File: config.mk
export PLATFORM = sky130hd
export DESIGN_NAME = lzw_decompressor
export DESIGN_NICKNAME = d
export VERILOG_FILES = /design/src/rtl/lzw_decompressor.sv
export SDC_FILE = /design/constraint.sdc
export NUM_CORES = 1
export LEC_CHECK = 0
export ABC_AREA = 1
export CAP_MARGIN = 0
export CORE_AREA = 2 2 79 81
export CTS_CLUSTER_DIAMETER = 60
export CTS_CLUSTER_SIZE = 30
export DETAILED_ROUTE_END_ITERATION = 6
export DIE_AREA = 0 0 81 83
export PLACE_DENSITY = 0.94
export SETUP_SLACK_MARGIN = 0.02
export SLEW_MARGIN = 20
export SYNTH_ARGS = -nofsm -noshare
export SYNTH_HDL_FRONTEND = slang
export SYNTH_SLANG_ARGS = --single-unit
File: constraint.sdc
create_clock -name clk -period 2.74 [get_ports clk]
set_input_delay 0.274 -clock clk [delete_from_list [all_inputs] [get_ports clk]]
set_output_delay 0.274 -clock clk [all_outputs]
set_load 0.02 [all_outputs]
File: src/rtl/lzw_decompressor.sv
// Receive-side byte decoder: recovers (comp - OFFSET) ^ XOR_KEY through an input
// FIFO and a four-state decode FSM with a backpressured valid/ready output.
module lzw_decompressor #(
  parameter int         DEPTH   = 4,
  parameter logic [7:0] XOR_KEY = 8'h3C,
  parameter logic [7:0] OFFSET  = 8'h05
) (
  input  logic        clk,
  input  logic        rst,
  input  logic [7:0]  comp_in,
  input  logic        in_valid,
  output logic        in_ready,
  output logic [7:0]  data_out,
  output logic        out_valid,
  input  logic        out_ready,
  output logic        done,
  output logic [15:0] byte_count,
  output logic [1:0]  fsm_state
);

  // Handshakes: a transfer happens on a rising edge where valid and ready are
  // both high; the source holds its payload stable and keeps valid high until then.

  localparam int AW = (DEPTH > 1) ? $clog2(DEPTH) : 1;
  localparam int CW = AW + 1;

  typedef enum logic [1:0] {
    IDLE    = 2'd0,
    LOAD    = 2'd1,
    PROCESS = 2'd2,
    FINISH  = 2'd3
  } state_t;

  state_t state;
  state_t state_next;

  logic [7:0]    mem [DEPTH];
  logic [AW-1:0] wr_ptr;
  logic [AW-1:0] rd_ptr;
  logic [CW-1:0] count;
  logic          fifo_empty;
  logic          push;
  logic          pop;

  logic [7:0]  buffer;
  logic [7:0]  buffer_next;
  logic [7:0]  data_next;
  logic        valid_next;
  logic        done_next;
  logic [15:0] count_next;

  // Readiness looks only at occupancy, so a full FIFO refuses even when popping.
  assign in_ready   = (count != CW'(DEPTH));
  assign fifo_empty = (count == '0);
  assign push       = in_valid & in_ready;
  assign fsm_state  = state;

  always_ff @(posedge clk) begin
    if (push) begin
      mem[wr_ptr] <= comp_in;
    end
  end

  always_ff @(posedge clk or negedge rst) begin
    if (!rst) begin
      wr_ptr <= '0;
      rd_ptr <= '0;
      count  <= '0;
    end else begin
      if (push) begin
        wr_ptr <= wr_ptr + AW'(1);
      end
      if (pop) begin
        rd_ptr <= rd_ptr + AW'(1);
      end
      case ({push, pop})
        2'b10:   count <= count + CW'(1);
        2'b01:   count <= count - CW'(1);
        default: count <= count;
      endcase
    end
  end

  always_ff @(posedge clk or negedge rst) begin
    if (!rst) begin
      state <= IDLE;
    end else begin
      state <= state_next;
    end
  end

  always_comb begin
    state_next  = state;
    buffer_next = buffer;
    data_next   = data_out;
    valid_next  = out_valid;
    done_next   = done;
    count_next  = byte_count;
    pop         = 1'b0;
    case (state)
      IDLE: begin
        done_next = 1'b0;
        if (!fifo_empty) begin
          state_next = LOAD;
        end
      end
      LOAD: begin
        buffer_next = mem[rd_ptr];
        pop         = !fifo_empty;
        state_next  = PROCESS;
      end
      PROCESS: begin
        // 8-bit subtract: the borrow simply falls off the top.
        data_next  = (buffer - OFFSET) ^ XOR_KEY;
        valid_next = 1'b1;
        state_next = FINISH;
      end
      FINISH: begin
        if (out_ready) begin
          valid_next = 1'b0;
          done_next  = 1'b1;
          count_next = byte_count + 16'd1;
          state_next = IDLE;
        end
      end
      default: begin
        state_next = IDLE;
      end
    endcase
  end

  always_ff @(posedge clk or negedge rst) begin
    if (!rst) begin
      buffer     <= '0;
      data_out   <= '0;
      out_valid  <= 1'b0;
      done       <= 1'b0;
      byte_count <= '0;
    end else begin
      buffer     <= buffer_next;
      data_out   <= data_next;
      out_valid  <= valid_next;
      done       <= done_next;
      byte_count <= count_next;
    end
  end

endmodule
==> flow_metrics.py, run 1 <==
metrics = {
    "critical_path": {
        "cp_cell_sequence": "inv_1 -> ha_1 -> buf_4 -> nand2_1 -> inv_1 -> ha_1 -> inv_1 -> fa_1 -> nor2_1 -> nor2_1 -> nand2_1 -> xor2_1",
        "path_class": "flop to flop",
        "crit_path_frequent_cell": "inv_1",
        "worstSetupStartpoint": "fsm_state[1]",
        "worstPathRequired_ns": 3.03,
        "rr_worst_depth": 12,
        "path_depth": 12,
        "crit_buf_inv": 4,
        "cp-start-kind": "flop",
        "cpPeakStageDelay_ns": 0.43,
        "critPathArrivalTime_ns": 2.37,
        "timing.rr.start": "fsm_state[1]",
        "end_kind": "flop",
        "crit_path_max_fanout": 17,
        "path_delay_family": "adder cells",
        "cpMaxStageDelayCell": "dfrtp_1",
    },
    "logic_synthesis": {
        "ys_top_cells_by_area": "dfrtp_1 (32%), edfxtp_1 (28%), nand2_1 (5.9%)",
        "synth_edf_count": 32,
        "ys_async_sr_fraction_pct": 57.3,
        "ys.flop_type": "dfrtp_1",
        "synth_area_leader_cell": "dfrtp_1",
        "ys_ff_latch": 75,
        "syn_avg_cell_area_sq_um": 10.3,
        "syn_area_sq_mm": 0.00340,
        "netlist.area_leader.share_pct": 31.7,
        "synth_warnings": 0,
        "synth_nets": 354,
        "synth.distinct_cells": 30,
        "synthCells": 330,
        "seq_area_frac_synth_pct": 60.0,
    },
    "floorplan": {
        "num_rows": 28,
        "initial_core_util_pct": 58.4,
        "chipWidth_um": 81,
        "die_area_sq_mm": 0.00672,
        "core_sq_mm": 0.00582,
        "die_h_um": 83,
        "pin_count": 41,
    },
    "timing": {
        "finalWorstSetupSlack_ns": 0.657,
        "period_share_pct": 76.0,
        "max_freq_mhz": 480,
        "skew_ns": 0.00699,
        "finalHoldViolCount": 0,
        "final-setup-viol-count": 0,
        "min_period_ns": 2.08,
        "tns_ns": 0,
        "drv_slew": 0,
        "rsz0062_at_grt": "false",
        "worstMarginPinSlew_ns": 0.935,
        "relSlewSlack_pct": 37.7,
    },
    "clock_network": {
        "clkTransAtPathRegs_ns": 0.08,
        "cts_tree": "yes",
        "cts_made_buffers": 9,
        "holdBufCountCts": 0,
        "worst_skew_pair.late_latency_ns": 0.36,
        "root_buffer": "clkbuf_8",
        "cts_setup_buffers": 0,
        "cts.sinks": 75,
        "clock_path_buffers": 2,
        "cts_resized": 0,
        "h-tree-depth": 3,
    },
    "power_and_ir_drop": {
        "total_leakage_power_nw": 1.78,
        "power_frac_comb_pct": 36.7,
        "clockPowerShare_pct": 21.1,
        "p_int_mw": 2.56,
        "switching_share_pct": 38.6,
        "vdd_drop_max_v": 0.000527,
        "p_seq_share_pct": 42.2,
        "p_sw_mw": 1.61,
        "power_per_cell_area_mw_per_mm2": 1030,
    },
    "finish": {
        "drive_above_1_share_pct": 9.50,
        "seq_area_sq_mm": 0.00204,
        "fin_util_pct": 69.7,
        "fillers": 413,
        "area_delta_synth_final_pct": 19.4,
        "multiInputGateArea_sq_mm": 0.00118,
        "nNetsFinal": 398,
        "antennaDiodeCount": 0,
    },
    "global_route": {
        "grt_pass1_wl_mm": 10.3,
        "track_usage_pct": 20.2,
        "grt_max_degree": 44,
        "grt_antenna_before_repair": 0,
        "grt_overflow": 0,
        "grt_pass1_vias": 2331,
    },
    "job": {
        "cap_violations": 0,
    },
    "detailed_routing": {
        "first_pass_iters": 4,
        "first_iter_violations": 140,
        "routed_wl_mm": 6.07,
        "drcViolationCount": 0,
        "avgViaCountPerCell": 5.16,
        "num_vias": 2342,
        "antenna_left": 0,
        "wl_per_cell_um": 13.4,
    },
    "place": {
        "place_hpwl_mm": 4.24,
        "portBuffers": 40,
        "pre_cts_slack_ns": 0.666,
        "gp_congestion": 0.776,
    },
    "run_status": {
        "outcome": "completed",
    },
    "worst_hold_path": {
        "min-delay-path-class": "input port to async pin",
    },
}
-- cell usage after synthesis, drive strengths merged, types with 3 or more instances --
master	instances
inv	37
nand4	4
buf	7
nand3b	3
ha	11
nand2	57
a21oi	3
xor2	11
edfxtp	32
dfrtp	43
o21ai	43
nor2	56
xnor2	5
nand3	11
-- metrics by stage --
step           std cells  hold WS, ns  cell area [sq um]  power, mW
2_1_floorplan        330      -0.0216               3400       2.77
3_3_place_gp         438        0.462               3850       3.20
3_5_place_dp         438        0.464               3850       3.31
4_1_cts              454       0.0797               4060       4.19
5_1_grt              454        0.133               4060       4.48
6_report             454       0.0508               4060       4.17
-- sequential cells by signal, summed over array words and instances, names as in the netlist --
| name | cells |
|---|---|
| out_valid | 1 |
| count | 3 |
| mem | 32 |
| done | 1 |
| rd_ptr | 2 |
| byte_count | 16 |
| wr_ptr | 2 |
| buffer | 8 |
| fsm_state | 2 |
| data_out | 8 |
-- cells in the final DEF (no fill, tap or decap), types with 2 or more instances in the layout --
master           count
clkdlybuf4s50_1     39
nor2_4               3
nor2_1              49
nand2_2              2
o21ai_1              5
nand3_2              2
clkinvlp_4           2
nand4_1              4
dfrtp_1             43
ha_1                11
inv_6                3
inv_2                3
nand2_4              2
inv_1               34
nand3_1              9
a31oi_1              2
xor2_2               2
nand2_1             53
xor2_1               9
clkbuf_8             9
nor2_2               3
a21oi_1              3
o21ai_0             38
edfxtp_1            32
xnor2_1              5
nand3b_1             3
-- layout make-up --
| class | instances | share of cell area, % |
|---|---|---|
| clock buffer | 9 | 3.05 |
| clock inverter | 7 | 2.04 |
| inverter | 37 | 3.42 |
| multi-input combinational | 210 | 29.0 |
| sequential | 75 | 50.2 |
| tap | 75 | 2.31 |
| timing repair buffer | 41 | 9.94 |
-- power by group through the flow --
| stage | registers [mW] | clock network [mW] | logic [mW] |
|---|---|---|---|
| CTS | 1.76 | 0.895 | 1.54 |
| detailed placement | 1.78 | 0 | 1.53 |
| global placement | 1.76 | 0 | 1.44 |
| global route | 1.80 | 0.955 | 1.73 |
| floorplan | 1.82 | 0 | 0.955 |
| finish | 1.76 | 0.880 | 1.53 |
-- per-layer routing --
layer | global-route usage [%] | part of all wire [%] | vias to the layer above
met3 | 4.24 | 3.6 | 12
met5 | 0 | 0 | -
met2 | 33.4 | 51 | 50
met4 | 11.7 | 2.6 | 0
li1 | - | - | 1157
met1 | 24.1 | 43 | 1123
-- cell families after synthesis --
group,Yosys count,synth area share (%)
AOI/OAI and AO/OA,49,7.33
buffers and inverters,45,5.38
xor gates and xnor gates,16,4.57
DFF,75,60.0
and+or+nand+nor,133,18.1
adders and majority gates,12,4.64
-- path summary, 6_finish.rpt --
kind | to | slack [ns]
worst min-delay path | data_out[3] | 0.05
max in group asynchronous | byte_count[0] | 2.10
min in group clk | count[0] | 0.48
worst min register to register | count[0] | 0.48
worst max register to register | count[2] | 0.66
worst max-delay path | count[2] | 0.66
Note: power is estimated with default switching activity, not from simulation.
==> run 2, diff against run 1 <==
--- a/config.mk
+++ b/config.mk
@@ -7,12 +7,12 @@
 export LEC_CHECK = 0
 export ABC_AREA = 1
 export CAP_MARGIN = 0
-export CORE_AREA = 2 2 79 81
+export CORE_AREA = 2 2 86 88
 export CTS_CLUSTER_DIAMETER = 60
 export CTS_CLUSTER_SIZE = 30
 export DETAILED_ROUTE_END_ITERATION = 6
-export DIE_AREA = 0 0 81 83
-export PLACE_DENSITY = 0.94
+export DIE_AREA = 0 0 88 90
+export PLACE_DENSITY = 0.85
 export SETUP_SLACK_MARGIN = 0.02
 export SLEW_MARGIN = 20
 export SYNTH_ARGS = -nofsm -noshare
==> constraint.sdc (replaced) <==
create_clock -name clk -period 1.8 [get_ports clk]
set_input_delay 0.18 -clock clk [delete_from_list [all_inputs] [get_ports clk]]
set_output_delay 0.18 -clock clk [all_outputs]
set_load 0.02 [all_outputs]
==> run 2 against run 1 <==
Effect of this change: utilization decreased by 9.7 points; worst setup slack got worse by 0.61 ns; combinational power increased by 63%; design area increased by 4.0%; die area increased by 18%; clock-buffer cell count unchanged; critical path depth decreased by 1; critical path type unchanged.
==> flow_metrics.py, run 2 (synthesis results as in run 1) <==
metrics = {
    "run_status": {
        "outcome": "completed",
    },
    "power_and_ir_drop": {
        "switching_share_pct": 37.2,
        "p_int_mw": 4.14,
        "power_per_cell_area_mw_per_mm2": 1560,
        "power_frac_comb_pct": 37.9,
        "p_sw_mw": 2.45,
        "total_leakage_power_nw": 1.84,
        "clockPowerShare_pct": 21.6,
        "p_seq_share_pct": 40.5,
        "vdd_drop_max_v": 0.000753,
    },
    "critical_path": {
        "crit_path_frequent_cell": "inv_2",
        "cp_cell_sequence": "inv_2 -> ha_4 -> nand2_2 -> inv_2 -> ha_4 -> inv_2 -> fa_2 -> nor2_1 -> nor2_1 -> nand2_1 -> xor2_1",
        "cpMaxStageDelayCell": "dfrtp_2",
        "path_class": "flop to flop",
        "cpPeakStageDelay_ns": 0.44,
        "timing.rr.start": "fsm_state[1]",
        "end_kind": "flop",
        "cp-start-kind": "flop",
        "crit_path_max_fanout": 5,
        "worstPathRequired_ns": 2.06,
        "critPathArrivalTime_ns": 2.02,
        "worstSetupStartpoint": "fsm_state[1]",
    },
    "finish": {
        "antennaDiodeCount": 0,
        "seq_area_sq_mm": 0.00204,
        "reg.largest.list": "mem x32, byte_count x16",
        "nNetsFinal": 408,
        "multiInputGateArea_sq_mm": 0.00121,
        "max_flop_register": "mem",
        "area_delta_synth_final_pct": 24.2,
        "layout_commonest_cell": "nand2_1",
        "largest_register_ffs": 32,
        "layout_common_cells": "nand2_1 (52), nor2_1 (49), dfrtp_1 (41)",
        "fillers": 542,
        "drive_above_1_share_pct": 14.4,
    },
    "worst_hold_path": {
        "min-delay-path-class": "input port to async pin",
    },
    "job": {
        "cap_violations": 0,
    },
    "timing": {
        "skew_ns": 0.00900,
        "max_freq_mhz": 571,
        "rsz0062_at_grt": "true",
        "worstMarginPinSlew_ns": 0.556,
        "holdWs_ns": 0.425,
        "relSlewSlack_pct": 62.9,
        "tns_ns": 0,
        "min_period_ns": 1.75,
        "finalHoldViolCount": 0,
        "period_share_pct": 97.4,
        "drv_slew": 0,
        "final-setup-viol-count": 0,
    },
    "global_route": {
        "grt_pass1_vias": 2348,
        "grt_overflow": 0,
        "track_usage_pct": 16.5,
        "grt_pass1_wl_mm": 10.2,
        "grt_antenna_before_repair": 0,
        "grt_max_degree": 44,
    },
    "clock_network": {
        "cts_made_buffers": 9,
        "cts.sinks": 75,
        "clock_path_buffers": 2,
        "worst_skew_pair.late_latency_ns": 0.35,
        "root_buffer": "clkbuf_8",
        "h-tree-depth": 3,
        "clkTransAtPathRegs_ns": 0.08,
        "cts_tree": "yes",
    },
    "detailed_routing": {
        "first_iter_violations": 111,
        "wl_met3_um": 214,
        "first_pass_iters": 4,
        "wl_per_cell_um": 12.2,
        "drcViolationCount": 0,
        "avgViaCountPerCell": 4.82,
        "wl_met2_mm": 2.97,
        "top_layer_used": "met4",
        "antenna_left": 0,
        "num_vias": 2353,
        "drt-met1-wl_mm": 2.61,
        "routed_wl_mm": 5.97,
    },
    "floorplan": {
        "pin_count": 41,
        "die_h_um": 90,
        "num_rows": 31,
        "core_sq_mm": 0.00702,
        "chipWidth_um": 88,
        "die_area_sq_mm": 0.00792,
        "initial_core_util_pct": 48.4,
    },
    "place": {
        "portBuffers": 40,
        "gp_congestion": 0.790,
        "place_hpwl_mm": 4.25,
    },
}
run 2: changes by cell type in the layout (fill, tap and decap cells not counted), sizes merged:
cell,previous run,this run
buf,2,11
bufinv,1,2
clkinv,0,3
clkinvlp,2,0
dlygate4sd3,0,1
inv,41,39
run 2: worst max-delay path: cells and delay by family (launching register included):
family	cells	cell delay, ns
adder cells (fa/ha/maj)	3	0.59
AND/OR/NAND/NOR	4	0.30
XOR/XNOR	1	0.16
flip-flops	1	0.44
buffers and inverters	3	0.20
run 2: repair_timing:
action / in CTS / in global routing
endpoints found under the setup margin: 0 / 2
buffers inserted: 0 / 2
hold endpoints to repair: 43 / 0
hold buffers: 1 / 0
resized for setup: 0 / 2
run 2: layout make-up:
cell class,instances,area share (%)
flip-flops and latches,75,48.4
clock inverters,7,2.34
multi-input cells,210,28.7
inverters,37,3.29
well taps,99,2.94
clock buffers,9,2.94
repair buffers,51,11.4
run 2: power groups by stage:
stage | clock [mW] | combinational (mW) | sequential (mW)
floorplan | 0 | 1.53 | 2.78
global placement | 0 | 2.37 | 2.66
detailed placement | 0 | 2.46 | 2.70
CTS | 1.45 | 2.49 | 2.66
global route | 1.52 | 2.82 | 2.73
finish | 1.43 | 2.50 | 2.67
run 2: metal layers:
| metal | vias up | GRT usage (%) |
|---|---|---|
| met2 | 45 | 26.9 |
| li1 | 1179 | - |
| met4 | 0 | 8.72 |
| met5 | - | 0 |
| met3 | 17 | 4.41 |
| met1 | 1112 | 19.7 |
run 2: worst paths after layout:
check                                to  slack [ns]  cells past startpoint
hold reg to reg             data_out[7]        0.49                      2
hold / removal              data_out[5]        0.42                      3
min in group clk              mem[0][0]        0.46                      1
setup / recovery               count[2]        0.05                     11
setup reg to reg               count[2]        0.05                     11
max in group asynchronous  fsm_state[1]        0.97                      3
run 2: stage by stage:
stage | setup slack, ns | instances | total power [mW] | cell area [sq um] | utilization, %
global placement | 0.152 | 469 | 5.03 | 3970 | 56.5
CTS | 0.0406 | 486 | 6.60 | 4200 | 59.8
detailed placement | 0.0645 | 469 | 5.16 | 3970 | 56.5
global route | 0.000479 | 488 | 7.07 | 4220 | 60.1
floorplan | 0.0303 | 330 | 4.31 | 3440 | -
finish | 0.0472 | 488 | 6.60 | 4220 | 60.1
==> run 3, diff against run 2 <==
--- a/config.mk
+++ b/config.mk
@@ -9,7 +9,7 @@
 export CAP_MARGIN = 0
 export CORE_AREA = 2 2 86 88
 export CTS_CLUSTER_DIAMETER = 60
-export CTS_CLUSTER_SIZE = 30
+export CTS_CLUSTER_SIZE = 16
 export DETAILED_ROUTE_END_ITERATION = 6
 export DIE_AREA = 0 0 88 90
 export PLACE_DENSITY = 0.85
==> results of run 3 <==
The final DEF is identical to that of run 2; final timing and power are the same.
